File: config.mk
export PLATFORM = sky130hd
export DESIGN_NAME = bnn_cmd_loader
export DESIGN_NICKNAME = d
export VERILOG_FILES = /design/src/rtl/bnn_cmd_loader.sv
export SDC_FILE = /design/constraint.sdc
export NUM_CORES = 1
export LEC_CHECK = 0
export ABC_AREA = 1
export CAP_MARGIN = 20
export CORE_MARGIN = 5
export CORE_UTILIZATION = 55
export CTS_BUF_LIST = sky130_fd_sc_hd__clkbuf_16
export DETAILED_ROUTE_END_ITERATION = 16
export PLACE_DENSITY_LB_ADDON = 0.08
export SYNTH_ARGS = -nofsm -noshare
export SYNTH_HDL_FRONTEND = slang
export SYNTH_SLANG_ARGS = --single-unit
File: constraint.sdc
create_clock -name clk -period 3.2 [get_ports clk]
set_input_delay 0.32 -clock clk [delete_from_list [all_inputs] [get_ports clk]]
set_output_delay 0.32 -clock clk [all_outputs]
set_load 0.01 [all_outputs]
File: src/rtl/bnn_cmd_loader.sv
// Byte-stream command loader and sequencer for the BNN_MLP core.
// Opcodes: 0x01 LOAD a frame, 0x02 RUN the core, 0x03 READ the status/result byte.
module bnn_cmd_loader #(
  parameter int IN_BITS     = 4,
  parameter int W_BITS      = 16,
  parameter int B_BITS      = 16,
  parameter int RES_BITS    = 4,
  parameter int TIMEOUT_CYC = 1024
) (
  input  logic                clk,
  input  logic                rst_n,
  input  logic                cmd_valid,
  output logic                cmd_ready,
  input  logic [7:0]          cmd_data,
  output logic                rsp_valid,
  input  logic                rsp_ready,
  output logic [7:0]          rsp_data,
  output logic [IN_BITS-1:0]  bnn_input,
  output logic [W_BITS-1:0]   bnn_weights,
  output logic [B_BITS-1:0]   bnn_bias,
  output logic                bnn_start,
  input  logic                bnn_done,
  input  logic [RES_BITS-1:0] bnn_result,
  output logic                busy
);

  localparam int NI    = (IN_BITS + 7) / 8;
  localparam int NW    = (W_BITS + 7) / 8;
  localparam int NB    = (B_BITS + 7) / 8;
  localparam int N     = NI + NW + NB;
  localparam int CNT_W = $clog2(N + 1);
  localparam int TMO_W = $clog2(TIMEOUT_CYC);

  localparam logic [2:0] S_IDLE = 3'd0;
  localparam logic [2:0] S_LOAD = 3'd1;
  localparam logic [2:0] S_RUN  = 3'd2;
  localparam logic [2:0] S_WAIT = 3'd3;
  localparam logic [2:0] S_RESP = 3'd4;

  logic [2:0]          state_q, state_d;
  logic [CNT_W-1:0]    cnt_q, cnt_d;
  logic [TMO_W-1:0]    tmo_q, tmo_d;
  logic [IN_BITS-1:0]  in_sh_q, in_sh_d, in_q, in_d;
  logic [W_BITS-1:0]   w_sh_q, w_sh_d, w_q, w_d;
  logic [B_BITS-1:0]   b_sh_q, b_sh_d, b_q, b_d;
  logic [RES_BITS-1:0] res_q, res_d;
  logic                loaded_q, loaded_d;
  logic                res_valid_q, res_valid_d;
  logic                err_q, err_d;
  logic                cmd_fire, rsp_fire;
  logic [3:0]          res4;

  assign cmd_ready   = (state_q == S_IDLE) || (state_q == S_LOAD);
  assign rsp_valid   = (state_q == S_RESP);
  assign bnn_start   = (state_q == S_RUN);
  assign busy        = (state_q != S_IDLE);
  assign cmd_fire    = cmd_valid && cmd_ready;
  assign rsp_fire    = rsp_valid && rsp_ready;
  assign bnn_input   = in_q;
  assign bnn_weights = w_q;
  assign bnn_bias    = b_q;

  always_comb begin
    res4                 = '0;
    res4[RES_BITS-1:0]   = res_q;
  end

  // Flags are stable throughout RESP, so the byte holds until the handshake.
  assign rsp_data = rsp_valid ? {res_valid_q, err_q, loaded_q, 1'b0, res4} : 8'h00;

  always_comb begin
    // NOTE: every _d starts from its register value so no path through the case infers a latch.
    state_d     = state_q;
    cnt_d       = cnt_q;
    tmo_d       = tmo_q;
    in_sh_d     = in_sh_q;
    w_sh_d      = w_sh_q;
    b_sh_d      = b_sh_q;
    in_d        = in_q;
    w_d         = w_q;
    b_d         = b_q;
    res_d       = res_q;
    loaded_d    = loaded_q;
    res_valid_d = res_valid_q;
    err_d       = err_q;

    case (state_q)
      S_IDLE: begin
        if (cmd_fire) begin
          case (cmd_data)
            8'h01: begin
              cnt_d   = '0;
              state_d = S_LOAD;
            end
            8'h02: begin
              if (loaded_q) state_d = S_RUN;
              else          err_d   = 1'b1;
            end
            8'h03:   state_d = S_RESP;
            default: err_d   = 1'b1;
          endcase
        end
      end

      S_LOAD: begin
        if (cmd_fire) begin
          // Each field starts on a byte boundary; bits past a field's width are dropped.
          for (int i = 0; i < IN_BITS; i++)
            if (int'(cnt_q) == i / 8) in_sh_d[i] = cmd_data[3'(i % 8)];
          for (int i = 0; i < W_BITS; i++)
            if (int'(cnt_q) == NI + i / 8) w_sh_d[i] = cmd_data[3'(i % 8)];
          for (int i = 0; i < B_BITS; i++)
            if (int'(cnt_q) == NI + NW + i / 8) b_sh_d[i] = cmd_data[3'(i % 8)];
          cnt_d = cnt_q + 1'b1;
          if (cnt_q == CNT_W'(N - 1)) begin
            in_d        = in_sh_d;
            w_d         = w_sh_d;
            b_d         = b_sh_d;
            loaded_d    = 1'b1;
            res_valid_d = 1'b0;
            state_d     = S_IDLE;
          end
        end
      end

      S_RUN: begin
        tmo_d   = '0;
        state_d = S_WAIT;
      end

      S_WAIT: begin
        if (bnn_done) begin
          res_d       = bnn_result;
          res_valid_d = 1'b1;
          state_d     = S_IDLE;
        end else if (tmo_q == TMO_W'(TIMEOUT_CYC - 1)) begin
          err_d   = 1'b1;
          state_d = S_IDLE;
        end else begin
          tmo_d = tmo_q + 1'b1;
        end
      end

      S_RESP: begin
        if (rsp_fire) begin
          err_d   = 1'b0;
          state_d = S_IDLE;
        end
      end

      default: state_d = S_IDLE;
    endcase
  end

  always_ff @(posedge clk or negedge rst_n) begin
    if (!rst_n) begin
      state_q     <= S_IDLE;
      cnt_q       <= '0;
      tmo_q       <= '0;
      in_sh_q     <= '0;
      w_sh_q      <= '0;
      b_sh_q      <= '0;
      in_q        <= '0;
      w_q         <= '0;
      b_q         <= '0;
      res_q       <= '0;
      loaded_q    <= 1'b0;
      res_valid_q <= 1'b0;
      err_q       <= 1'b0;
    end else begin
      // NOTE: non-blocking so every register samples the pre-edge values together.
      state_q     <= state_d;
      cnt_q       <= cnt_d;
      tmo_q       <= tmo_d;
      in_sh_q     <= in_sh_d;
      w_sh_q      <= w_sh_d;
      b_sh_q      <= b_sh_d;
      in_q        <= in_d;
      w_q         <= w_d;
      b_q         <= b_d;
      res_q       <= res_d;
      loaded_q    <= loaded_d;
      res_valid_q <= res_valid_d;
      err_q       <= err_d;
    end
  end

endmodule

==> summary.txt <==
Timing
  – Max Fclk: 455.6 MHz
  – Worst-margin pin slew: 0.7593 ns
  – Max-slew headroom: 0.4938
  – Fin crit share: 0.6859
  – Tmin final: 2.195 ns
  – Total negative slack: 0 ns
  – Final hold vios: 0
  – Setup Viol. Count Final: 0
  – RSZ-0062 raised after global routing: false
  – Fin worst setup slack: 1.005 ns
  – Worst clock skew: 0.005403 ns
  – Max Slew Vio Count: 0

Logic synthesis
  – Adder-cell share of the synthesized area: 0.02409
  – Post-synthesis simple-gate area fraction: 0.3167
  – Yosys warns: 0
  – Number of synthesized flops with an enable pin: 0
  – Mux share of post-synthesis cell area: 0
  – Xor and xnor fraction of the mapped netlist area: 0.01124
  – Fraction of registers with async set/reset: 1.000
  – Post-synth top flop: dfrtp_1
  – Yosys reg bits: 59
  – Synth top area cells: dfrtp_1 (47%), nand2_1 (21%), o21ai_0 (4.7%), buf_4 (4.6%), inv_1 (4.2%)
  – Yosys top cell by area: dfrtp_1
  – Mapped Cells: 410
  – Sequential fraction of the synthesis area: 0.4737
  – Area share of the largest cell type after synthesis: 0.4737
  – Synth Area per Inst: 7.602 um^2
  – Post-synthesis compound-gate area fraction: 0.06624
  – Yosys cell types: 26
  – Largest family of logic cells by synthesized area: simple AND/OR/NAND/NOR gates
  – Mapped Area: 0.003117 mm^2

Floorplan
  – Initial core utilization: 0.5660
  – Std-Cell Rows: 27
  – Total die area: 0.007273 mm^2
  – I/O pin count: 65
  – Core Footprint: 0.005507 mm^2
  – Die extent in x: 85.28 um
  – Die height: 85.28 um

Placement
  – DP Area: 0.003561 mm^2
  – Routability cong.: 0.8158
  – IO Port Bufs: 47
  – Post-detail-place hpwl: 4.835 mm
  – Dpl ws: 0.9907 ns

Clock network
  – H-tree depth: 3
  – Clock Latency Late Sink: 0.32 ns
  – CTS clock-pin slew for the worst setup and hold paths: 0.05 ns
  – # clock sinks: 59
  – CTS buffer count: 9
  – Postcts setup bufs: 0
  – Post-CTS Hold Buffers: 0
  – CTS root buffer: clkbuf_16
  – CTS tree: built
  – Post-cts resize count: 0
  – CTS Buffer Depth: 2

Route
  – Detail Route Antenna Nets: 0
  – DR WL/cell: 12.77 um
  – Via density: 4.922
  – Total wire length: 6.843 mm
  – First-pass DRT Iterations: 4
  – # DRC: 0
  – Initial DRC count: 147
  – Vias post-DR: 2638

Run
  – Max Cap Viol: 0

GRT
  – GR Overflow Total: 0
  – Largest net degree at the start of global routing: 34
  – Initial antenna violation count: 0
  – Vias in the first global route: 2659
  – First-pass GRT wire length: 12.08 mm
  – Overall routing resource usage: 0.2069

Finish
  – Design area: 0.003834 mm^2
  – Filler Cells Inserted: 443
  – Nets: 484
  – Final design utilization: 0.6962
  – Antenna Cells: 0
  – Share of layout cells above drive strength 1: 0.06681
  – Layout area overhead: 23.00%

Setup path
  – Startpoint types: register
  – Flop2flop setup slack: 1.16 ns
  – Setup CP Type: register to primary output
  – Slowest-stage cell, CP: clkdlybuf4s50_1
  – Endpoint class of the critical path: primary output
  – Arr. time, crit path: 1.87 ns
  – Crit-path cells: nor2_1 > nand2_1 > nor2_1 > clkdlybuf4s50_1
  – Largest fanout on the critical path: 9
  – CP Data Required Time: 2.88 ns
  – Most common cell on crit path: nor2_1
  – Crit-path max cell delay: 0.56 ns

Min path
  – HP Class: input pin to asynchronous set/reset pin

Pwr
  – Power density cells: 750.9 mW/mm^2
  – Leak Pwr: 0.001984 uW
  – VDD IR-drop max: 0.4854 mV

Run status
  – Status: finished clean
==> routing by layer <==
metal  track usage  vias up  share of wire
met3       0.04563       11          0.055
met1        0.2666     1224           0.45
li1              -     1333              -
met4       0.09209        0          0.018
met5             0        -              0
met2        0.3333       70           0.47
==> layout make-up <==
cell class | instances | area [um^2] | area share
clock buffers | 9 | 225.2 | 0.05875
clock inverters | 5 | 47.55 | 0.01240
inverters | 41 | 153.9 | 0.04014
multi-input cells | 302 | 1368 | 0.3567
flip-flops and latches | 59 | 1476 | 0.3851
well taps | 72 | 90.09 | 0.02350
repair buffers | 48 | 473.0 | 0.1234
==> placed cells by master, fill, tap and decap left out, drive strengths merged <==
| master | n |
|---|---|
| ha | 6 |
| bufinv | 1 |
| clkinv | 3 |
| a21oi | 5 |
| nor3 | 2 |
| nand3b | 4 |
| conb | 17 |
| nand2 | 175 |
| o21ai | 35 |
| buf | 2 |
| nor2 | 33 |
| clkdlybuf4s50 | 46 |
| nand4 | 2 |
| clkbuf | 9 |
| or2 | 1 |
| inv | 42 |
| nand3 | 17 |
| xor2 | 4 |
| o22ai | 1 |
| dfrtp | 59 |
==> cell families (layout without fill, tap and decap cells) <==
kind of cell / after synthesis / after routing
other: 1 / 17
AOI/OAI and AO/OA: 41 / 41
and+or+nand+nor: 234 / 234
DFF: 59 / 59
adders and majority gates: 6 / 6
xor gates and xnor gates: 4 / 4
buffers and inverters: 65 / 103
==> worst paths after layout <==
check | startpoint | to | cells after the start
worst max-delay path | state_q[0] | rsp_data[1] | 4
worst min-delay path | rst_n | tmo_q[5] | 1
worst max register to register | state_q[2] | res_valid_q | 8
worst min register to register | err_q | err_q | 2
max in group asynchronous | rst_n | bnn_weights[9] | 2
min in group clk | err_q | err_q | 2
==> Yosys cell counts, types with 3 or more instances <==
cell / number
inv_1: 35
nand2_1: 172
nand3_1: 16
a21oi_1: 5
ha_1: 6
o21ai_0: 29
buf_4: 19
xor2_1: 4
nor2_4: 4
o21ai_1: 6
dfrtp_1: 59
nor2_1: 26
nor2_2: 3
inv_2: 6
nand3b_1: 4
==> power by group <==
part,internal [uW],total (uW),switching (uW)
logic,384,906,522
registers,966,1090,120
clock network,583,886,303
total,1930,2880,945
==> worst max-delay path, delay by kind of cell (launching register included) <==
kind | cells | cell delay (ns)
buffers and inverters | 1 | 0.56
flip-flops | 1 | 0.45
AND/OR/NAND/NOR | 3 | 0.54
==> sequential cells by signal, indices dropped and copies added (netlist names) <==
signal       cells
res_valid_q      1
res4             4
bnn_weights      8
tmo_q           10
state_q          3
b_sh_q           4
cnt_q            3
w_sh_q           8
bnn_input        4
in_sh_q          4
loaded_q         1
bnn_bias         8
err_q            1
==> metrics by stage <==
step                std cells  hold WS (ns)  total power [uW]
floorplan                 426       0.02441              1655
global placement          522        0.4227              1973
detailed placement        522        0.4432              2005
CTS                       536       0.09604              2903
global route              536        0.1400              3100
finish                    536       0.07343              2879
(Power assumes the default switching activity.)
==> RTL change, RTL diff (same settings) <==
Change the parameter `IN_BITS` from 4 to 2.
--- a/src/rtl/bnn_cmd_loader.sv
+++ b/src/rtl/bnn_cmd_loader.sv
@@ -1,7 +1,7 @@
 // Byte-stream command loader and sequencer for the BNN_MLP core.
 // Opcodes: 0x01 LOAD a frame, 0x02 RUN the core, 0x03 READ the status/result byte.
 module bnn_cmd_loader #(
-  parameter int IN_BITS     = 4,
+  parameter int IN_BITS     = 2,
   parameter int W_BITS      = 16,
   parameter int B_BITS      = 16,
   parameter int RES_BITS    = 4,
Interface: changed (resized bnn_input); port bits go from 65 to 63. The function was not compared with the original's and may differ.
==> RTL change against the original RTL <==
- wire length decreased by 10%
- utilization decreased by 1.7 points
- critical path type unchanged
- global-route usage decreased by 1.9 points
- synthesized area decreased by 5.1%
- highest routed layer unchanged
- final area decreased by 8.3%
- register-to-register slack improved by 260 ps
- clock skew decreased by 0.94 ps
- clock power decreased by 42%
- die area decreased by 4.5%
- worst hold slack improved by 37 ps
- power decreased by 18%
- worst setup slack improved by 8.3 ps
- sequential cell count decreased by 4
==> RTL change: results (changes against the original RTL) <==
setup_path:
  max_stage_delay_ps: 560  # about the same
  worst_r2r_path_depth: 6  # -2
  r2r-end: "b_sh_q[3]"
  worstPathMaxFanout: 8  # -1
  critical-path-top-delay-family: "buffers and inverters"
  reg2reg_slack_ps: 1420  # +260 ps
  endpoint: "rsp_data[5]"
  critPathSlowestCell: "clkdlybuf4s50_1"
  arrival_ps: 1870  # about the same
  r2r_start: "state_q[2]"
cts:
  cts_buffers: 5  # -4
  htree_levels: 2  # -1
  cts_buffer_depth: 2  # unchanged
  path_clk_slew_ps: 60
  clock_latency_ps: 290  # -30 ps
  ctsResizeCount: 0  # unchanged
finish:
  drive_above_1_share: 0.0524  # -0.0144
  n_antenna_cell: 0  # unchanged
  top_register: "tmo_q"
  final_nets: 462  # -4.5%
logic_synthesis:
  synth_seq_area_share: 0.466  # -0.00820
  synth_cell_types: 29  # +12%
  synthArstFlopShare: 1.00  # unchanged
  yosys-top-cells-area: "dfrtp_1 47%, nand2_1 21%, o21ai_0 5.4%"
  synth_ff_type: "dfrtp_1"
  syn_avg_cell_area_sq_um: 7.50  # -1.3%
  yosysWarnings: 0  # unchanged
  synthTopCellsByCount: "162 x nand2_1, 55 x dfrtp_1, 36 x inv_1, 32 x o21ai_0, 31 x nor2_1"
power_and_ir_drop:
  vdd_drop_max_mv: 0.383  # -21%
  p_leak_nw: 1.83  # -7.5%
placed_design:
  dpl_cell_area_sq_mm: 0.00338  # -5.1%
  dp_cells: 502  # -3.8%
  post-place-ws_ps: 1240  # +250 ps
  place_congestion: 0.904  # +11%
  numPortBuffers: 45  # -4.3%
  dp_hpwl_um: 4510  # -6.8%
route:
  drtPass1Iterations: 4  # unchanged
  vias: 2469  # -6.4%
  drt_iter0_drc: 105  # -29%
  via_per_inst: 4.85  # -1.4%
  wl_per_cell_um: 12.0  # -5.7%
sta:
  skew_ps: 4.46  # -0.941 ps
  fin_crit_sh: 0.683  # -0.00260
  slew_headroom: 0.477  # -0.0171
global_routing:
  grt_pass1_vias: 2426  # -8.8%
  grt_pass1_wl_um: 10800  # -10%
  antenna_found_initial: 0  # unchanged
  track_usage: 0.187  # -0.0195
  grt_max_degree: 36  # +5.9%
run_status:
  outcome: "complete, no violations"
## RTL change: through the flow
step | hold WS [ps] | util
floorplan | 24.4 | -
global placement | 444 | 0.654
detailed placement | 449 | 0.654
CTS | 141 | 0.679
global route | 189 | 0.679
finish | 111 | 0.679
## RTL change: logic make-up after synthesis
kind of cell / after synthesis / synth area share
AOI/OAI and AO/OA: 40 / 0.0694
xor gates and xnor gates: 4 / 0.0118
adders and majority gates: 6 / 0.0254
buffers and inverters: 65 / 0.113
DFF: 55 / 0.466
other: 1 / 0.00127
and+or+nand+nor: 223 / 0.314
## RTL change: cell type report
type / count / area (sq um)
Sequential cell: 55 / 1380
Clock buffer: 5 / 125
Fill cell: 453 / 1660
Timing Repair Buffer: 46 / 453
Clock inverter: 2 / 8.76
Multi-Input combinational cell: 290 / 1310
Inverter: 41 / 156
Tap cell: 70 / 87.6
## RTL change: power by group
| group | internal, mW | switching [mW] | leakage [nW] |
|---|---|---|---|
| clock | 0.282 | 0.231 | 0.0671 |
| sequential | 0.896 | 0.112 | 0.701 |
| combinational | 0.352 | 0.478 | 1.07 |
| total | 1.53 | 0.822 | 1.83 |
## RTL change: worst min-delay path by stage
stage	end	cells past startpoint	slack (ps)	from
finish	bnn_weights[0]	1	110	rst_n
global placement	bnn_bias[10]	1	440	rst_n
CTS	bnn_weights[11]	1	140	rst_n
floorplan	b_sh_q[0]	0	20	rst_n
global route	bnn_weights[11]	1	190	rst_n
detailed placement	bnn_bias[10]	1	450	rst_n
## RTL change: metal layers
metal / part of all wire / global-route usage / up-vias
li1: - / - / 1271
met1: 0.48 / 0.242 / 1127
met2: 0.46 / 0.318 / 64
met3: 0.049 / 0.0406 / 7
met4: 0.011 / 0.0490 / 0
met5: 0 / 0 / -
